<file path="config.mk">
export PLATFORM = sky130hd
export DESIGN_NAME = shift_seq_ctrl
export DESIGN_NICKNAME = d
export VERILOG_FILES = /design/src/rtl/shift_seq_ctrl.sv
export SDC_FILE = /design/constraint.sdc
export NUM_CORES = 1
export LEC_CHECK = 0
export CORE_UTILIZATION = 43
export CTS_CLUSTER_DIAMETER = 50
export DETAILED_ROUTE_END_ITERATION = 16
export PLACE_DENSITY = 0.69
export RECOVER_POWER = 25
export SYNTH_ARGS = -nofsm -noshare
export SYNTH_HDL_FRONTEND = slang
export SYNTH_SLANG_ARGS = --single-unit
</file>
<file path="constraint.sdc">
create_clock -name clk -period 1.2 [get_ports clk]
set_input_delay 0.24 -clock clk [delete_from_list [all_inputs] [get_ports clk]]
set_output_delay 0.24 -clock clk [all_outputs]
set_load 0.05 [all_outputs]
</file>
<file path="src/rtl/shift_seq_ctrl.sv">
// Parallel-to-serial word controller: accepts an N-bit word, shifts it out LSB first,
// then idles GAP cycles. Define SHIFT_PARITY_EN to append one even-parity bit per word.
module shift_seq_ctrl #(
  parameter int N   = 4,
  parameter int GAP = 1
) (
  input  logic         clk,
  input  logic         reset_al_in,
  input  logic [N-1:0] word_in,
  input  logic         word_valid,
  output logic         word_ready,
  output logic         q_out,
  output logic         frame_out,
  output logic         busy,
  output logic         done_out
);

  localparam int CW = (N > 1) ? $clog2(N) : 1;

`ifdef SHIFT_PARITY_EN
  typedef enum logic [1:0] {S_IDLE, S_SHIFT, S_PAR, S_GAP} state_t;
`else
  typedef enum logic [1:0] {S_IDLE, S_SHIFT, S_GAP} state_t;
`endif

  state_t        state, state_nxt;
  logic [N-1:0]  shift_reg;
  logic [CW-1:0] bit_cnt;
  logic [3:0]    gap_cnt;
  logic          armed;
  logic          accept;
  logic          last_bit;
  logic          gap_end;
`ifdef SHIFT_PARITY_EN
  logic          par_bit;
`endif

  assign accept   = word_valid & word_ready;
  assign last_bit = (bit_cnt == CW'(N - 1));
  assign gap_end  = (gap_cnt == 4'(GAP - 1));

  // NOTE: every output and next-state signal is given a default first so no path
  // through the case statement can leave a value unassigned and infer a latch.
  always_comb begin
    state_nxt  = state;
    word_ready = 1'b0;
    q_out      = 1'b0;
    frame_out  = 1'b0;
    done_out   = 1'b0;
    busy       = (state != S_IDLE);
    case (state)
      S_IDLE: begin
        word_ready = armed;
        if (accept) state_nxt = S_SHIFT;
      end
      S_SHIFT: begin
        q_out     = shift_reg[0];
        frame_out = 1'b1;
`ifdef SHIFT_PARITY_EN
        if (last_bit) state_nxt = S_PAR;
`else
        done_out  = last_bit;
        if (last_bit) state_nxt = (GAP == 0) ? S_IDLE : S_GAP;
`endif
      end
`ifdef SHIFT_PARITY_EN
      S_PAR: begin
        q_out     = par_bit;
        frame_out = 1'b1;
        done_out  = 1'b1;
        state_nxt = (GAP == 0) ? S_IDLE : S_GAP;
      end
`endif
      S_GAP: begin
        if (gap_end) state_nxt = S_IDLE;
      end
      default: state_nxt = S_IDLE;
    endcase
  end

  // NOTE: sequential state uses non-blocking assignments so every register samples
  // the pre-edge values of the others, independent of statement order.
  always_ff @(posedge clk or negedge reset_al_in) begin
    if (!reset_al_in) begin
      state     <= S_IDLE;
      shift_reg <= '0;
      bit_cnt   <= '0;
      gap_cnt   <= '0;
      armed     <= 1'b0;
    end else begin
      state <= state_nxt;
      armed <= 1'b1;
      if (accept) begin
        shift_reg <= word_in;
        bit_cnt   <= '0;
      end else if (state == S_SHIFT) begin
        shift_reg <= shift_reg >> 1;
        // Hold at N-1 instead of wrapping; the counter is reloaded on the next accept.
        if (!last_bit) bit_cnt <= bit_cnt + 1'b1;
      end
      gap_cnt <= (state == S_GAP) ? gap_cnt + 4'd1 : 4'd0;
    end
  end

`ifdef SHIFT_PARITY_EN
  // Parity is captured with the word, since the shift register is consumed while shifting.
  always_ff @(posedge clk or negedge reset_al_in) begin
    if (!reset_al_in)  par_bit <= 1'b0;
    else if (accept)   par_bit <= ^word_in;
  end
`endif

endmodule

</file>
# After elaboration in Yosys (flattened, before gate mapping)
# Cells that the tools add are included.
dict set report op_classes {
  addsub 2
  n_eq_ne 7
  mux 14
  bitwise 1
  reduce_logical 6
}
# op count
set ops {}
lappend ops {{$mux W2} 6}
lappend ops {{$mux W4} 3}
lappend ops {{$ne A2 B2 Y1 const B} 4}
lappend ops {{$pmux W2 S3} 1}
lappend ops {{$add A4 B1 Y4 const B} 1}
lappend ops {{$eq A2 B2 Y1 const B} 2}
lappend ops {{$logic_not A4 Y1} 1}
lappend ops {{$mux W1} 4}
lappend ops {{$reduce_bool A2 Y1} 2}
lappend ops {{$reduce_and A3 Y1} 1}
lappend ops {{$add A2 B1 Y2 const B} 1}
lappend ops {{$eq A2 B1 Y1 const B} 1}
lappend ops {{$logic_not A2 Y1} 1}
lappend ops {{$reduce_and A2 Y1} 1}
lappend ops {{$and A1 B1 Y1} 1}
dict set report totals {
  register_bits 13
  out_inout_bits 5
}

# Logic depth before layout (Yosys ltp)
# Gate-level depths: netlist (run 1).
dict set report depth {
  depth_word 5
  depth_mapped 4
  ltp_nobuf 4
}

# Worst setup path before layout (run 1)
# OpenSTA, ideal clock, no wires.
dict set report synth_timing {
  kind {register to output}
  start {register state[1]}
  end {output port word_ready}
  arrival_ps 1557
  required_ps 960
  setup_slack_ps -597
  path_stages_with_launch 3
  path_cell_list {dfrtp_1 > or2_1 > nor2_1}
}
dict set report synth_via {
  elab_chain_len 2
}
# item line_no
set synth_rtl {}
lappend synth_rtl {{from (decl)} 26} ;# state_t state, state_nxt;
lappend synth_rtl {{from (signal assigned)} 91} ;# state <= state_nxt;
lappend synth_rtl {{$logic_not A2 Y1} 51} ;# case (state)
lappend synth_rtl {{$mux W1} 51}
lappend synth_rtl {{to (decl)} 11} ;# output logic word_ready,
# Every way passes these cells.

# Worst setup path after layout (run 1)
# Ends and elaborated chain as after synthesis.

==> results.toml, run 1 <==
[detailed_routing]
wirelength_mm = 1.10
vias = 449
drtAntennaViolNets = 0
viasPerCell = 4.78
dr.pass1.iters = 3
first_iter_violations = 4
route.detailed.drc = 0
wl_per_cell_um = 11.7

[worst_setup_path]
critPathCaptureType = "primary output"
critPathMaxFanout = 4
required_ns = 0.96
arrival_ns = 1.21
crit_type = "flip-flop to primary output"
worstSetupStartpointType = "flip-flop"

[cts]
hold_buffers = 0
numCtsBuffers = 3
clkTransAtPathRegs_ns = 0.07
clock_path_buffers = 2
htree_levels = 1
cts_tree = "yes"
cts-root-buf = "clkbuf_4"
clk_latency_ns = 0.28
numClockSinks = 13

[die]
die_w_um = 39.9
die_area_mm2 = 0.00159
start_util_pct = 46.8
fp.coreArea_mm2 = 0.00132
io_pins = 12
die_y_um = 39.9
rows = 13

[placement]
pre_cts_ws_ns = -0.170
dp.cells = 86
portBuffers = 11
dp_hpwl_um = 782
gp_congestion = 0.720

[sta]
setup_viol = 7
fmax_mhz = 691
rsz0062_at_grt = "yes"
hold_violations = 0
final-max-slew-violation-count = 0
hold_ws_ns = 0.479
clock_skew_ns = 0.00859
relSlewSlack_pct = 54.0
layout_min_cycle_time_ns = 1.45
tightest_slew_ns = 0.690
finalCritPeriodShare_pct = 121
layout_setup_ws_ns = -0.247

[hold_path]
hold_path.class = "flip-flop to flip-flop"

[global_routing]
grt_pass1_vias = 414
grt_antenna_before_repair = 0
grt_max_degree = 14
grt_pass1_wl_mm = 1.73
grt_use_total_pct = 18.3
overflow = 0

[layout]
post-route-util_pct = 68.1
syn_to_final_growth_pct = 45.4
diodes = 0
nets = 90
ff_latch_area_um2 = 327
multiInputGateArea_um2 = 299
layout-drive-gt1-share_pct = 30.4
nFillCells = 103
final_cell_count_no_fill = 94

[pwr]
peakVddDrop_mv = 1.39
powerDensity_mw_per_mm2 = 2480
p_leak_nw = 0.409

[yosys]
ys_seq_elements = 13
synth_fp_nets = 68
yosys_warnings = 0
ys_async_sr_fraction_pct = 100
synth_area_per_cell_um2 = 10.6
synth_area_um2 = 617
yosysUniqueCellTypes = 21
synth_cells = 58
ys_seq_area_share_pct = 52.7
synth_edf_count = 0
ys.flop_type = "dfrtp_1"

[job]
cap_violations = 0

[status]
status = "complete, but fails checks"
violations = "setup timing"
## stage by stage
stage               power (mW)  TNS [ns]  area [µm²]
floorplan                 1.37    -0.147         629
global placement          1.73     -1.09         810
detailed placement        1.76     -1.12         810
CTS                       2.14     -1.14         871
global route              2.35     -1.63         897
finish                    2.22     -1.18         897
## cell usage in the layout, fill, tap and decap left out
cell and instances:
xnor2_1 2, ha_4 1, buf_4 6, clkbuf_1 2, dlygate4sd3_1 1, o21ai_1 4
nand2b_1 2, and4bb_2 1, dfrtp_1 12, buf_12 4, buf_6 2, clkdlybuf4s50_1 5
inv_1 4, nor3b_4 1, and2_4 2, dfrtp_2 1, or2_1 2, clkbuf_4 3
a21oi_1 1, nor2b_4 1, nand3_1 1, conb_1 1, mux2i_1 4, nor2_1 7
nor2_4 1, or2_4 1, nand2_1 4, xor2_1 1, ha_1 2
## final cells by class
cell class	count	share of cell area, %
clock buffers	4	2.93
inverters	4	1.67
repair buffers	19	23.6
multi-input cells	39	33.3
well taps	15	2.09
flip-flops and latches	13	36.4
## report_power, final
part / internal (mW) / switching (mW) / total [mW]
Combinational: 0.684 / 0.611 / 1.30
Clock: 0.129 / 0.143 / 0.272
Sequential: 0.561 / 0.0936 / 0.655
## path summary, 6_finish.rpt
path | from | end | slack [ns] | depth (start not counted)
hold reg to reg | gap_cnt[0] | gap_cnt[0] | 0.48 | 1
max in group asynchronous | reset_al_in | state[1] | 0.21 | 2
hold / removal | gap_cnt[0] | gap_cnt[0] | 0.48 | 1
min in group asynchronous | reset_al_in | shift_reg[0] | 0.50 | 2
setup reg to reg | bit_cnt[1] | bit_cnt[1] | -0.10 | 5
setup / recovery | state[1] | word_ready | -0.25 | 3
## what timing repair did
| action | in CTS | in global routing |
|---|---|---|
| endpoints found under the hold margin | 0 | 0 |
| pin swaps | 1 | 4 |
| setup buffers | 3 | 1 |
| gates resized for setup | 5 | 4 |
| setup endpoints to repair | 10 | 11 |
## critical path: stages, from the launching register on
cell and delay (ns):
dfrtp_2 0.44, or2_4 0.25, nor2_4 0.10, buf_12 0.14
## cell usage after synthesis (all sizes together) (2+ instances only)
cell / count / area, µm²
mux2i: 4 / 40.0
o21ai: 4 / 20.0
inv: 4 / 15.0
nand2: 4 / 15.0
xnor2: 2 / 17.5
and2: 2 / 15.0
dfrtp: 13 / 325
buf: 2 / 16.3
nand2b: 2 / 12.5
nor2: 8 / 30.0
or2: 3 / 18.8
ha: 3 / 37.5
## cell families after synthesis
family	after synthesis	share of synthesized area, %
other cells	1	0.608
simple gates	23	20.7
fa+ha+maj	3	6.09
flops	13	52.7
mux	4	6.49
xor+xnor	3	4.26
compound gates	5	4.06
buf+inv	6	5.07
## per-layer routing
layer | track usage [%] | share of wire [%] | vias up
li1 | - | - | 225
met1 | 20.6 | 43 | 209
met2 | 27.4 | 50 | 10
met3 | 5.11 | 3.2 | 5
met4 | 16.4 | 3.8 | 0
met5 | 0 | 0 | -
No activity file was read; power rests on OpenSTA's default activity.
==> inputs of run 2 (changes only) <==
Settings changed: CTS_CLUSTER_SIZE from default to 8.
==> results of run 2 <==
Final layout, timing and power as in run 1 (identical DEF).
==> inputs of run 3 (changes only) <==
Settings changed: SETUP_SLACK_MARGIN from default to 0.15.
==> run 3 against run 2 <==
  * Total power rose by 1.1%
  * The run still ends with setup timing left
  * Maximum frequency shrank 0.48%
  * Count of clock-buffer cells in the layout is the same
  * Sequential share of layout area decreased by 0.30 points
  * Global-route usage down 1.6 points
  * Highest routed layer unchanged
  * Sequential power barely moved
  * Routed wire length about the same
  * Final cell count is the same
  * Non-clock buffer count is the same
  * Combinational power hardly changed
  * Worst setup slack got worse by 0.0070 ns
  * Critical endpoint unchanged
  * Largest cell class unchanged
==> results.toml, run 3 (same netlist as run 1, synthesis figures left out) <==
[worst_setup_path]
r2r_start = "bit_cnt[0]"
reg2reg_depth = 6
cpPeakStageDelay_ns = 0.44
crit_start = "state[1]"
worst_r2r_endpoint = "bit_cnt[0]"
worstSetupStartpointType = "flip-flop"
rrSetupSlack_ns = -0.15
critPathMaxFanout = 3
crit_type = "flip-flop to primary output"
crit_chain = "or2_4 -> nor2_4 -> buf_12"
critPathCaptureType = "primary output"
arrival_ns = 1.21
critPathSlowestCell = "dfrtp_2"
critical-path-top-delay-family = "flip-flops"
required_ns = 0.96
crit_buf_inv = 1

[sta]
fmax_mhz = 688
layout_min_cycle_time_ns = 1.45
hold_ws_ns = 0.487
hold_violations = 0
clock_skew_ns = 0.00795
setup_viol = 12
relSlewSlack_pct = 53.0
layout_setup_ws_ns = -0.254
finalCritPeriodShare_pct = 121
rsz0062_at_grt = "yes"
final.setup.tns_ns = -1.61
final-max-slew-violation-count = 0
tightest_slew_ns = 0.705

[cts]
cts_tree = "yes"
numClockSinks = 13
numCtsBuffers = 3
clock_path_buffers = 2
htree_levels = 1
clk_latency_ns = 0.28
clkTransAtPathRegs_ns = 0.08
cts-root-buf = "clkbuf_4"

[die]
die_w_um = 39.9
fp.coreArea_mm2 = 0.00132
die_area_mm2 = 0.00159
die_y_um = 39.9
io_pins = 12
start_util_pct = 46.8
rows = 13

[hold_path]
whs_path_depth = 1
worstHoldStart = "gap_cnt[0]"
holdPathEnd = "gap_cnt[0]"
hold_path.class = "flip-flop to flip-flop"

[placement]
dp_hpwl_um = 748
pre_cts_ws_ns = -0.160
portBuffers = 11
gp_congestion = 0.679
post_dp_cell_area_um2 = 812

[global_routing]
grtUsageMet3_pct = 5.11
gr-usage-met1_pct = 22.1
grt_pass1_vias = 389
grt_use_met2_pct = 24.2
grt_antenna_before_repair = 0
grt_use_total_pct = 16.6
grt_pass1_wl_mm = 1.65
busiest_layer = "met2"
overflow = 0
grt_max_degree = 14

[layout]
post-route-util_pct = 68.7
layout-drive-gt1-share_pct = 31.6
stdcell_area_um2 = 905
syn_to_final_growth_pct = 46.7
final_common_cell = "dfrtp_1"
diodes = 0
layout_common_cells = "dfrtp_1 (12), nor2_1 (7), buf_4 (6)"
nets = 90

[job]
cap_violations = 0

[detailed_routing]
drtAntennaViolNets = 0
viasPerCell = 4.67
wirelength_mm = 1.10
dr.pass1.iters = 2
first_iter_violations = 4
route.detailed.drc = 0
wl_per_cell_um = 11.7
vias = 439

[pwr]
peakVddDrop_mv = 1.04
powerDensity_mw_per_mm2 = 2480
p_leak_nw = 0.415

[status]
status = "complete, but fails checks"
violations = "setup timing"
run 3: changes by cell type in the layout (fill, tap and decap cells not counted):
cell	delta
nand2b_1	-1
nand2b_4	+1
run 3: layout make-up:
type,count,area (µm²)
Multi-Input combinational cell,39,307
Fill cell,101,413
Clock buffer,4,26.3
Inverter,4,15.0
Timing Repair Buffer,19,211
Tap cell,15,18.8
Sequential cell,13,327
run 3: what timing repair did:
action                     4_1_cts  5_1_grt
pin swaps                        3        2
gates resized for setup          4        5
setup buffers                    2        2
hold buffers                     0        0
setup endpoints to repair       13       14
run 3: power by group:
part	total, mW	switching, mW	leakage (nW)	internal [mW]
logic	1.31	0.610	0.232	0.700
registers	0.657	0.0966	0.168	0.561
clock network	0.279	0.150	0.0150	0.129
run 3: how the worst max path moves through the flow:
| stage | end | slack, ns | cells after the start |
|---|---|---|---|
| floorplan | word_ready | -0.06 | 2 |
| global placement | shift_reg[2] | -0.15 | 3 |
| detailed placement | shift_reg[2] | -0.16 | 3 |
| CTS | word_ready | -0.24 | 3 |
| global route | word_ready | -0.30 | 3 |
| finish | word_ready | -0.25 | 3 |
run 3: routing by layer:
metal,routed length (µm),vias to the layer above
met1,518,201
met3,29,2
met5,0,-
met2,531,7
li1,-,229
met4,21,0
run 3: per-stage QoR:
stage / instances / total power, mW
6_report: 94 / 2.25
5_1_grt: 94 / 2.38
4_1_cts: 92 / 2.10
3_5_place_dp: 86 / 1.76
3_3_place_gp: 86 / 1.74
2_1_floorplan: 58 / 1.37
